===== src/rtl/UART_csr_pkg.sv =====
`default_nettype none
// ============================================================================
// Module   : UART_csr_pkg
// Brief    : CSR field encodings shared by the UART register block and datapath.
// Revision : 1.0 - initial release
// ============================================================================
package UART_csr_pkg;

  typedef enum logic {
    UART_SET_PARITY_OFF = 1'b0,
    UART_SET_PARITY_ON  = 1'b1
  } uart_set_parity_e;

  typedef enum logic {
    UART_PARITY_EVEN = 1'b0,
    UART_PARITY_ODD  = 1'b1
  } uart_parity_e;

  typedef enum logic {
    UART_BUSY_IDLE   = 1'b0,
    UART_BUSY_ACTIVE = 1'b1
  } uart_busy_e;

endpackage
`default_nettype wire


===== src/rtl/uart_pkg.sv =====
`default_nettype none
// ============================================================================
// Module   : uart_pkg
// Brief    : Types and constants shared by the UART transmitter and receiver.
// Revision : 1.0 - initial release
// ============================================================================
package uart_pkg;

  typedef enum logic [2:0] {
    IDLE   = 3'd0,
    START  = 3'd1,
    DATA   = 3'd2,
    PARITY = 3'd3,
    STOP   = 3'd4
  } uart_tx_state_e;

  localparam int   UART_MIN_DATA_BITS = 5;
  localparam logic UART_IDLE_LEVEL    = 1'b1;

endpackage
`default_nettype wire


===== src/rtl/uart_tx_if.sv =====
`default_nettype none
// ============================================================================
// Module   : uart_tx_if
// Brief    : Valid/ready word handshake between the send FIFO and uart_tx.
// Revision : 1.0 - initial release
// ============================================================================
interface uart_tx_if #(
  parameter int DATA_WIDTH = 9
);
  logic [DATA_WIDTH-1:0] tx_data;
  logic                  tx_valid;
  logic                  tx_ready;

  modport master (output tx_data, output tx_valid, input tx_ready);
  modport slave  (input tx_data, input tx_valid, output tx_ready);
endinterface
`default_nettype wire


===== src/rtl/uart_baud_gen.sv =====
`default_nettype none
// ============================================================================
// Module   : uart_baud_gen
// Brief    : Bit-period counter; bit_done_o marks the last cycle of each bit.
// Revision : 1.0 - initial release
// ============================================================================
module uart_baud_gen #(
  parameter int BAUD_WIDTH = 32
) (
  input  wire logic                  clk,
  input  wire logic                  rst,
  input  wire logic                  load_i,
  input  wire logic [BAUD_WIDTH-1:0] period_i,
  input  wire logic                  clear_i,
  input  wire logic                  enable_i,
  output logic                       bit_done_o
);

  localparam logic [BAUD_WIDTH-1:0] C_ONE = BAUD_WIDTH'(1);

  logic [BAUD_WIDTH-1:0] period_q, period_d;
  logic [BAUD_WIDTH-1:0] count_q, count_d;

  assign bit_done_o = enable_i && (count_q == (period_q - C_ONE));

  always_comb begin
    period_d = period_q;
    count_d  = count_q;
    if (load_i) begin
      // A zero divisor behaves as one cycle per bit.
      period_d = (period_i == '0) ? C_ONE : period_i;
      count_d  = '0;
    end else if (clear_i) begin
      count_d = '0;
    end else if (enable_i) begin
      count_d = bit_done_o ? '0 : (count_q + C_ONE);
    end
  end

  always_ff @(posedge clk or posedge rst) begin
    if (rst) begin
      period_q <= C_ONE;
      count_q  <= '0;
    end else begin
      period_q <= period_d;
      count_q  <= count_d;
    end
  end

endmodule
`default_nettype wire


===== src/rtl/uart_tx.sv =====
`default_nettype none
// ============================================================================
// Module   : uart_tx
// Brief    : UART serial transmitter (start, N data LSB first, parity, stop).
//            UART_TX_TWO_STOP_BITS_EN selects two stop bits instead of one.
// Revision : 1.0 - initial release
// ============================================================================
module uart_tx
  import UART_csr_pkg::*;
  import uart_pkg::*;
#(
  parameter int DATA_WIDTH    = 9,
  parameter int BAUD_WIDTH    = 32,
  parameter int MIN_DATA_BITS = UART_MIN_DATA_BITS
) (
  input  wire logic                  clk,
  input  wire logic                  rst,
  input  wire logic [BAUD_WIDTH-1:0] baud_rate_i,
  input  wire logic [3:0]            data_bits_i,
  input  wire logic                  parity_en_i,
  input  wire logic                  odd_parity_i,
  uart_tx_if.slave                   tx_if,
  output logic                       tx_o,
  output logic                       busy_o,
  output logic                       cfg_error_o
);

  localparam logic [3:0] C_MIN_BITS = 4'(MIN_DATA_BITS);
  localparam logic [3:0] C_MAX_BITS = 4'(DATA_WIDTH);
`ifdef UART_TX_TWO_STOP_BITS_EN
  localparam logic [3:0] C_LAST_STOP = 4'd1;
`else
  localparam logic [3:0] C_LAST_STOP = 4'd0;
`endif

  uart_tx_state_e        state_q, state_d;
  logic [DATA_WIDTH-1:0] data_q, data_d;
  logic [3:0]            nbits_q, nbits_d;
  logic [3:0]            bit_cnt_q, bit_cnt_d;
  uart_set_parity_e      par_en_q, par_en_d;
  logic                  parity_q, parity_d;
  logic                  tx_q, tx_d;
  uart_busy_e            busy_q, busy_d;
  logic                  cfg_err_q, cfg_err_d;

  logic ready;
  logic legal;
  logic load;
  logic bit_done;

  function automatic logic calc_parity(input logic [DATA_WIDTH-1:0] d,
                                       input logic [3:0] n,
                                       input uart_parity_e mode);
    logic p;
    p = (mode == UART_PARITY_ODD);
    for (int i = 0; i < DATA_WIDTH; i++) begin
      if (i < int'(n)) p ^= d[i];
    end
    return p;
  endfunction

  assign legal = (data_bits_i >= C_MIN_BITS) && (data_bits_i <= C_MAX_BITS);

  always_comb begin
    state_d   = state_q;
    data_d    = data_q;
    nbits_d   = nbits_q;
    bit_cnt_d = bit_cnt_q;
    par_en_d  = par_en_q;
    parity_d  = parity_q;
    tx_d      = tx_q;
    busy_d    = busy_q;
    cfg_err_d = 1'b0;
    ready     = 1'b0;
    load      = 1'b0;

    case (state_q)
      IDLE: ready = 1'b1;
      START: begin
        if (bit_done) begin
          state_d   = DATA;
          tx_d      = data_q[0];
          bit_cnt_d = '0;
        end
      end
      DATA: begin
        if (bit_done) begin
          if (bit_cnt_q == (nbits_q - 4'd1)) begin
            bit_cnt_d = '0;
            if (par_en_q == UART_SET_PARITY_ON) begin
              state_d = PARITY;
              tx_d    = parity_q;
            end else begin
              state_d = STOP;
              tx_d    = UART_IDLE_LEVEL;
            end
          end else begin
            bit_cnt_d = bit_cnt_q + 4'd1;
            data_d    = data_q >> 1;
            tx_d      = data_q[1];
          end
        end
      end
      PARITY: begin
        if (bit_done) begin
          state_d   = STOP;
          tx_d      = UART_IDLE_LEVEL;
          bit_cnt_d = '0;
        end
      end
      STOP: begin
        if (bit_done) begin
          if (bit_cnt_q == C_LAST_STOP) begin
            ready   = 1'b1;
            state_d = IDLE;
            tx_d    = UART_IDLE_LEVEL;
            busy_d  = UART_BUSY_IDLE;
          end else begin
            bit_cnt_d = bit_cnt_q + 4'd1;
          end
        end
      end
      default: begin
        state_d = IDLE;
        tx_d    = UART_IDLE_LEVEL;
        busy_d  = UART_BUSY_IDLE;
      end
    endcase

    // Accept from IDLE or the last stop cycle; an illegal width drops the word.
    if (ready && tx_if.tx_valid) begin
      if (legal) begin
        state_d   = START;
        tx_d      = 1'b0;
        busy_d    = UART_BUSY_ACTIVE;
        load      = 1'b1;
        data_d    = tx_if.tx_data;
        nbits_d   = data_bits_i;
        bit_cnt_d = '0;
        par_en_d  = uart_set_parity_e'(parity_en_i);
        parity_d  = calc_parity(tx_if.tx_data, data_bits_i,
                                uart_parity_e'(odd_parity_i));
      end else begin
        cfg_err_d = 1'b1;
      end
    end
  end

  always_ff @(posedge clk or posedge rst) begin
    if (rst) begin
      state_q   <= IDLE;
      data_q    <= '0;
      nbits_q   <= '0;
      bit_cnt_q <= '0;
      par_en_q  <= UART_SET_PARITY_OFF;
      parity_q  <= 1'b0;
      tx_q      <= UART_IDLE_LEVEL;
      busy_q    <= UART_BUSY_IDLE;
      cfg_err_q <= 1'b0;
    end else begin
      state_q   <= state_d;
      data_q    <= data_d;
      nbits_q   <= nbits_d;
      bit_cnt_q <= bit_cnt_d;
      par_en_q  <= par_en_d;
      parity_q  <= parity_d;
      tx_q      <= tx_d;
      busy_q    <= busy_d;
      cfg_err_q <= cfg_err_d;
    end
  end

  uart_baud_gen #(
    .BAUD_WIDTH (BAUD_WIDTH)
  ) u_baud_gen (
    .clk        (clk),
    .rst        (rst),
    .load_i     (load),
    .period_i   (baud_rate_i),
    .clear_i    (state_q == IDLE),
    .enable_i   (state_q != IDLE),
    .bit_done_o (bit_done)
  );

  assign tx_if.tx_ready = ready;
  assign tx_o           = tx_q;
  assign busy_o         = (busy_q == UART_BUSY_ACTIVE);
  assign cfg_error_o    = cfg_err_q;

endmodule
`default_nettype wire


===== src/flat_wrapper.sv =====
// flat-port wrapper written by rule: the top's interface ports become plain ports
module uart_tx_flat import UART_csr_pkg::*; import uart_pkg::*;
#(
  parameter int DATA_WIDTH    = 9,
  parameter int BAUD_WIDTH    = 32,
  parameter int MIN_DATA_BITS = UART_MIN_DATA_BITS
)
  (clk, rst, baud_rate_i, data_bits_i, parity_en_i, odd_parity_i, tx_o, busy_o, cfg_error_o, tx_if_tx_data, tx_if_tx_valid, tx_if_tx_ready);
  uart_tx_if #(.DATA_WIDTH(DATA_WIDTH)) tx_if_i ();
  input  wire logic clk;
  input  wire logic rst;
  input  wire logic [BAUD_WIDTH-1:0] baud_rate_i;
  input  wire logic [3:0] data_bits_i;
  input  wire logic parity_en_i;
  input  wire logic odd_parity_i;
  output logic tx_o;
  output logic busy_o;
  output logic cfg_error_o;
  input wire logic [$bits(tx_if_i.tx_data)-1:0] tx_if_tx_data;
  input wire logic [$bits(tx_if_i.tx_valid)-1:0] tx_if_tx_valid;
  output wire logic [$bits(tx_if_i.tx_ready)-1:0] tx_if_tx_ready;
  assign tx_if_i.tx_data = tx_if_tx_data;
  assign tx_if_i.tx_valid = tx_if_tx_valid;
  assign tx_if_tx_ready = tx_if_i.tx_ready;
  uart_tx #(.DATA_WIDTH(DATA_WIDTH), .BAUD_WIDTH(BAUD_WIDTH), .MIN_DATA_BITS(MIN_DATA_BITS)) u_core (.clk(clk), .rst(rst), .baud_rate_i(baud_rate_i), .data_bits_i(data_bits_i), .parity_en_i(parity_en_i), .odd_parity_i(odd_parity_i), .tx_if(tx_if_i), .tx_o(tx_o), .busy_o(busy_o), .cfg_error_o(cfg_error_o));
endmodule

===== config.mk =====
export PLATFORM = sky130hd
export DESIGN_NAME = uart_tx_flat
export DESIGN_NICKNAME = d
export VERILOG_FILES = /design/src/rtl/UART_csr_pkg.sv /design/src/rtl/uart_pkg.sv /design/src/rtl/uart_tx_if.sv /design/src/rtl/uart_baud_gen.sv /design/src/rtl/uart_tx.sv /design/src/flat_wrapper.sv
export SDC_FILE = /design/constraint.sdc
export NUM_CORES = 1
export LEC_CHECK = 0
export ABC_CLOCK_PERIOD_IN_PS = 5600
export CELL_PAD_IN_SITES_DETAIL_PLACEMENT = 1
export CELL_PAD_IN_SITES_GLOBAL_PLACEMENT = 1
export CORE_AREA = 8 8 149 95
export DETAILED_ROUTE_END_ITERATION = 6
export DIE_AREA = 0 0 157 103
export PLACE_DENSITY = 0.9
export SYNTH_ARGS = -nofsm -noshare
export SYNTH_HDL_FRONTEND = slang
export SYNTH_SLANG_ARGS = --single-unit

===== constraint.sdc =====
create_clock -name clk -period 5.6 [get_ports clk]
set_input_delay 1.12 -clock clk [delete_from_list [all_inputs] [get_ports clk]]
set_output_delay 1.12 -clock clk [all_outputs]
set_load 0.1 [all_outputs]

==> results of run 1 <==
[logic make-up after synthesis]
group	count (synthesis)	share of synthesized area (%)
buf+inv	42	3.31
compound gates	94	11.2
flops	89	39.6
fa+ha+maj	5	1.11
simple gates	245	23.2
xor+xnor	85	13.2
mux	43	8.40
[how the worst max path moves through the flow]
stage,startpoint,endpoint,slack [ns],depth (start not counted)
after global routing,u_core.u_baud_gen.period_q[11],tx_if_tx_ready,0.35,10
after floorplan,u_core.u_baud_gen.period_q[6],tx_if_tx_ready,1.02,10
after CTS,u_core.u_baud_gen.period_q[3],tx_if_tx_ready,0.67,10
after global placement,u_core.u_baud_gen.period_q[11],tx_if_tx_ready,1.27,10
final,u_core.u_baud_gen.period_q[3],tx_if_tx_ready,0.64,10
after detailed placement,u_core.u_baud_gen.period_q[11],tx_if_tx_ready,1.10,10
[synthesized netlist by cell type, drive strengths merged, types with 13 or more instances]
library cell   n  area, µm²
nand3         18       90.1
nor3          17       85.1
nand4         18        128
buf           13       77.6
nand2         51        191
xor2          39        342
o21ai         33        169
dfrtp         87       2180
nor2          68        255
mux2          34        383
xnor2         46        403
nor4          23        180
a21oi         18       93.8
inv           17       63.8
[per-stage QoR]
stage	total power [mW]	util (%)	cell area, µm²	std cells
6_report	1.35	55.8	6600	817
5_1_grt	1.39	55.8	6600	817
4_1_cts	1.36	55.8	6600	817
3_5_place_dp	0.736	53.2	6300	801
3_3_place_gp	0.732	53.2	6300	801
2_1_floorplan	0.681	-	5630	603
[registers in the layout (all words and copies together) (netlist names), 3 cells and up]
signal	count
u_core.u_baud_gen.period_q	32
u_core.data_q	9
u_core.nbits_q	4
u_core.bit_cnt_q	4
u_core.u_baud_gen.count_q	32
u_core.state_q	3
[area by class of cell]
cell class	count	area, µm²
fill	1352	5230
multi-input combinational	472	3220
sequential	89	2230
timing repair buffer	57	571
clock buffer	9	225
tap	165	206
clock inverter	7	77.6
inverter	18	68.8
[power breakdown]
| part | leakage (nW) | total (mW) | switching [mW] | internal, mW |
|---|---|---|---|---|
| Combinational | 1.54 | 0.0819 | 0.0413 | 0.0406 |
| Sequential | 1.13 | 0.643 | 0 | 0.643 |
| Clock | 0.146 | 0.630 | 0.279 | 0.350 |
[routing by layer]
| metal | vias up | part of all wire (%) |
|---|---|---|
| met5 | - | 0 |
| li1 | 2248 | - |
| met3 | 39 | 5.5 |
| met4 | 0 | 2.0 |
| met2 | 151 | 46 |
| met1 | 2496 | 46 |
[cell usage in the layout, fill, tap and decap left out, drive strengths merged, types with 3 or more instances in the layout]
cell type,synthesis,layout
and3,8,8
dfrtp,87,87
o311ai,3,3
nand2,51,51
and4,4,4
a211oi,6,6
nand3,18,18
mux2,34,34
inv,17,18
or4,3,3
or2,4,4
or3,8,8
nand4,18,18
nor2,68,68
buf,13,5
nand2b,6,6
clkinv,1,5
xnor2,46,46
clkbuf,11,9
xor2,39,39
a21oi,18,18
clkdlybuf4s50,0,52
nor3,17,17
mux2i,9,9
ha,5,5
and2,4,4
nor4,23,23
o211ai,3,3
o21ai,33,33
==> flow_summary.yaml, run 1 <==
status:
  outcome: "finished, final reports clean"
finish:
  final_net_count: 702
  share_of_final_layout_standard_cells_stronger_than_drive_strength_1_pct: 11.2
  area_growth_pct: 17.2
  diodes: 0
sta:
  final-setup-viol-count: 0
  min_period_ns: 4.96
  final_critical_path_setup_slack_ns: 0.639
  clock.fmax_ghz: 0.202
  fin_skew_ns: 0.00938
  final-max-slew-violation-count: 0
  tightestPinTransition_ns: 1.27
  finalHoldViolations: 0
  fin_tns_setup_ns: 0
  final_min_period_over_clock_period_pct: 88.6
  unrepaired_setup_endpoints_after_global_routing: "false"
  final.hold.worst_slack_ns: 0.499
  relSlewSlack_pct: 15.3
grt:
  track_usage_pct: 23.3
  first_global_vias: 5321
  gr-usage-met3_pct: 5.15
  grt-ovfl-total: 0
  gr-usage-met2_pct: 37.5
  grt_max_degree: 50
  antenna_found_initial: 0
  globalRoute.busiestLayer: "met2"
  first_pass_grt_wire_length_um: 29200
  grt.met1_usage_pct: 30.8
die:
  floorplan.die.width_um: 157
  ioPinCount: 54
  floorplan.die_area_um2: 16200
  die-height_um: 103
  design.core.area_um2: 11800
  rows: 31
  floorplan.initialDensity_pct: 47.6
setup_path:
  critical-path-top-delay-family: "simple AND/OR/NAND/NOR gates"
  reg_to_reg_setup_timing_slack_ns: 1.19
  critical_path.reg2reg.endpoint: "u_core.u_baud_gen.period_q[21]"
  critPathSlowestCell: "sky130_fd_sc_hd__or4_1"
  ordered_list_of_cells_on_the_worst_path: "nor3_1, nand2_1, or4_1, a221o_1, a211oi_4, nand4_1, buf_4, o21ai_0, and2_1, buf_4"
  worst_case_reg_to_reg_path_depth: 10
  critical_path_start_type: "flop"
  worst_path_largest_cell_delay_ns: 0.58
  criticalPathCategory: "flop to output port"
  worst_r2r_startpoint: "u_core.u_baud_gen.period_q[3]"
  cp.required_ns: 4.48
  cp_common_cell: "sky130_fd_sc_hd__buf_4"
  setup.worst_path.end_class: "output port"
  cp_data_arrival_time_ns: 3.84
  crit_fanout: 12
  worstPathBufferInverterCount: 2
power_and_ir_drop:
  power_density_nw_per_um2: 205
  power.leakage_nw: 2.82
  irDropWorstVdd_mv: 0.136
route:
  detailedRoute.firstIterationViolations: 254
  drtPass1Iterations: 6
  wl_per_cell_um: 22.1
  drt_total_wl_um: 18000
  drtAntennaViolNets: 0
  route.detailed.drc: 0
  routed_via_density: 6.04
  via_count: 4934
clock_tree:
  cts_num_sinks: 89
  insertion_delay_ns: 0.35
  cts_inserted_buffers: 9
  cts_max_path_buffers: 2
  cts-htree-levels: 3
  post-cts-setup-buffers: 0
  tritoncts: "yes"
  cts_root_buffer: "sky130_fd_sc_hd__clkbuf_16"
  cts_resized: 0
  cts-hold-fix-buffers: 0
  clkSlewWorstSetupHoldPaths_ns: 0.07
worst_hold_path:
  hp-start: "u_core.busy_o"
  timing.hold.worst_path_depth: 1
  worst_hold_path_type: "flop to flop"
  timing.hold.worst_endpoint: "u_core.busy_o"
place:
  pre_cts_ws_ns: 1.10
  detailedPlacementHpwl_um: 13500
  port_buffers: 53
  place_congestion: 0.927
synth:
  postSynthCellCount: 603
  ys_ff_latch: 89
  synth-async-reset-ratio_pct: 100
  synth_edf_count: 0
  synth-seq-area-share_pct: 39.6
  netlist_area_um2: 5630
  synth-main-ff-cell: "sky130_fd_sc_hd__dfrtp_1"
  syn_avg_cell_area_um2: 9.34
  ys_types: 69
  synth.net_count: 658
  yosysWarnings: 0
job:
  maxcap_violations: 0
Note: power is estimated with default switching activity, not from simulation.
==> run 2: changes to the inputs <==
- CORE_AREA: 8 8 149 95 -> 8 8 173 110
- DIE_AREA: 0 0 157 103 -> 0 0 181 118
- PLACE_DENSITY: 0.9 -> 0.7
==> run 2 against run 1 <==
Compared with the run above: setup slack got worse by 0.040 ns; non-clock buffer count increased by 3; largest cell class unchanged; final area is 1.3% higher; critical path type unchanged; wire length is 4.4% lower; highest routed layer unchanged.
==> flow_summary.yaml, run 2 (synthesis gave the netlist of run 1 again) <==
route:
  detailedRoute.firstIterationViolations: 276
  drt_total_wl_um: 17300
  routed_via_density: 5.45
  via_count: 4732
  wl_per_cell_um: 19.9
  drtAntennaViolNets: 0
  drtPass1Iterations: 5
  route.detailed.drc: 0
finish:
  share_of_final_layout_standard_cells_stronger_than_drive_strength_1_pct: 11.5
  final_cell_count_no_fill: 869
  layout_commonest_cell: "sky130_fd_sc_hd__dfrtp_1"
  layout.cells.most_common_list: "sky130_fd_sc_hd__dfrtp_1, sky130_fd_sc_hd__nor2_1, sky130_fd_sc_hd__clkdlybuf4s50_1"
  area_growth_pct: 18.8
  largest_registers: "u_core.u_baud_gen.count_q (32), u_core.u_baud_gen.period_q (32), u_core.data_q (9)"
  final_net_count: 705
  diodes: 0
place:
  port_buffers: 53
  place_inst: 853
  place_congestion: 0.903
  detailedPlacementHpwl_um: 13300
clock_tree:
  tritoncts: "yes"
  cts-htree-levels: 3
  cts-hold-fix-buffers: 0
  clkSlewWorstSetupHoldPaths_ns: 0.07
  cts_resized: 0
  post-cts-setup-buffers: 0
  cts_inserted_buffers: 9
  cts_root_buffer: "sky130_fd_sc_hd__clkbuf_16"
  insertion_delay_ns: 0.35
  cts_max_path_buffers: 2
  cts_num_sinks: 89
power_and_ir_drop:
  power_frac_clock_pct: 46.6
  power.switching_mw: 0.308
  share_seq_of_total_power_pct: 47.5
  power.leakage_nw: 2.83
  power.internal_mw: 1.04
  combinationalPowerShare_pct: 5.8
  p_sw_share_pct: 22.8
  power_density_nw_per_um2: 202
  irDropWorstVdd_mv: 0.118
setup_path:
  crit_fanout: 12
  cp.required_ns: 4.48
  reg_to_reg_setup_timing_slack_ns: 1.49
  cp_data_arrival_time_ns: 3.88
  critical_path_start_type: "flop"
  setup.worst_path.end_class: "output port"
  criticalPathCategory: "flop to output port"
job:
  maxcap_violations: 0
die:
  design.core.area_um2: 16600
  floorplan.initialDensity_pct: 34.0
  floorplan.die_area_um2: 21400
  rows: 37
  ioPinCount: 54
  die-height_um: 118
  floorplan.die.width_um: 181
status:
  outcome: "finished, final reports clean"
sta:
  fin_skew_ns: 0.0148
  finalHoldViolations: 0
  fin_tns_setup_ns: 0
  tightestPinTransition_ns: 0.978
  final_min_period_over_clock_period_pct: 89.3
  relSlewSlack_pct: 34.6
  final-setup-viol-count: 0
  unrepaired_setup_endpoints_after_global_routing: "false"
  final-max-slew-violation-count: 0
  min_period_ns: 5.00
  clock.fmax_ghz: 0.200
grt:
  grt-ovfl-total: 0
  grt_max_degree: 53
  first_global_vias: 5029
  track_usage_pct: 16.4
  first_pass_grt_wire_length_um: 28400
  antenna_found_initial: 0
worst_hold_path:
  worst_hold_path_type: "flop to flop"
==> run 2: critical path: stages (launching register included) <==
cell,delay (ns)
sky130_fd_sc_hd__dfrtp_1,0.48
sky130_fd_sc_hd__nor4_4,0.54
sky130_fd_sc_hd__nand3_1,0.31
sky130_fd_sc_hd__a2111oi_0,0.53
sky130_fd_sc_hd__o2111ai_1,0.25
sky130_fd_sc_hd__a211oi_4,0.35
sky130_fd_sc_hd__nand4_1,0.12
sky130_fd_sc_hd__buf_4,0.20
sky130_fd_sc_hd__o21ai_0,0.27
sky130_fd_sc_hd__and2_1,0.18
sky130_fd_sc_hd__buf_4,0.29
==> run 2: final timing paths <==
path / start / to / depth (start not counted)
min reg2reg: u_core.busy_o / u_core.busy_o / 1
max reg2reg: u_core.u_baud_gen.period_q[5] / u_core.u_baud_gen.period_q[20] / 10
min in group asynchronous: rst / u_core.u_baud_gen.count_q[28] / 2
max in group asynchronous: rst / u_core.u_baud_gen.count_q[10] / 3
max: u_core.u_baud_gen.period_q[5] / tx_if_tx_ready / 10
min: u_core.busy_o / u_core.busy_o / 1
==> run 2: through the flow <==
| step | hold slack, ns | power, mW | area (µm²) | setup slack, ns | util [%] |
|---|---|---|---|---|---|
| after floorplan | 0.477 | 0.681 | 5630 | 1.02 | - |
| after global placement | 0.464 | 0.734 | 6380 | 1.25 | 38.5 |
| after detailed placement | 0.492 | 0.735 | 6380 | 1.01 | 38.5 |
| after CTS | 0.507 | 1.37 | 6690 | 0.635 | 40.4 |
| after global routing | 0.544 | 1.40 | 6690 | 0.229 | 40.4 |
| final | 0.503 | 1.35 | 6690 | 0.598 | 40.4 |
==> run 2: cell type report <==
type	count	area [µm²]
fillers	1893	9890
multi-input cells	472	3220
flip-flops and latches	89	2230
repair buffers	60	593
well taps	214	268
clock buffers	11	243
inverters	18	68.8
clock inverters	5	62.6
==> run 2: power by group through the flow <==
stage / clock (mW) / combinational, mW / sequential, mW
after floorplan: 0 / 0.0263 / 0.655
after global placement: 0 / 0.0796 / 0.655
after detailed placement: 0 / 0.0797 / 0.655
after CTS: 0.644 / 0.0803 / 0.642
after global routing: 0.670 / 0.0871 / 0.642
final: 0.631 / 0.0790 / 0.643
==> run 2: routing by layer <==
metal  vias up  global-route usage (%)  routed length (µm)
li1       2252                       -                   -
met2        95                    24.1                7250
met1      2365                    24.1                9000
met3        20                    4.07                 852
met4         0                    2.81                 146
met5         -                       0                   0
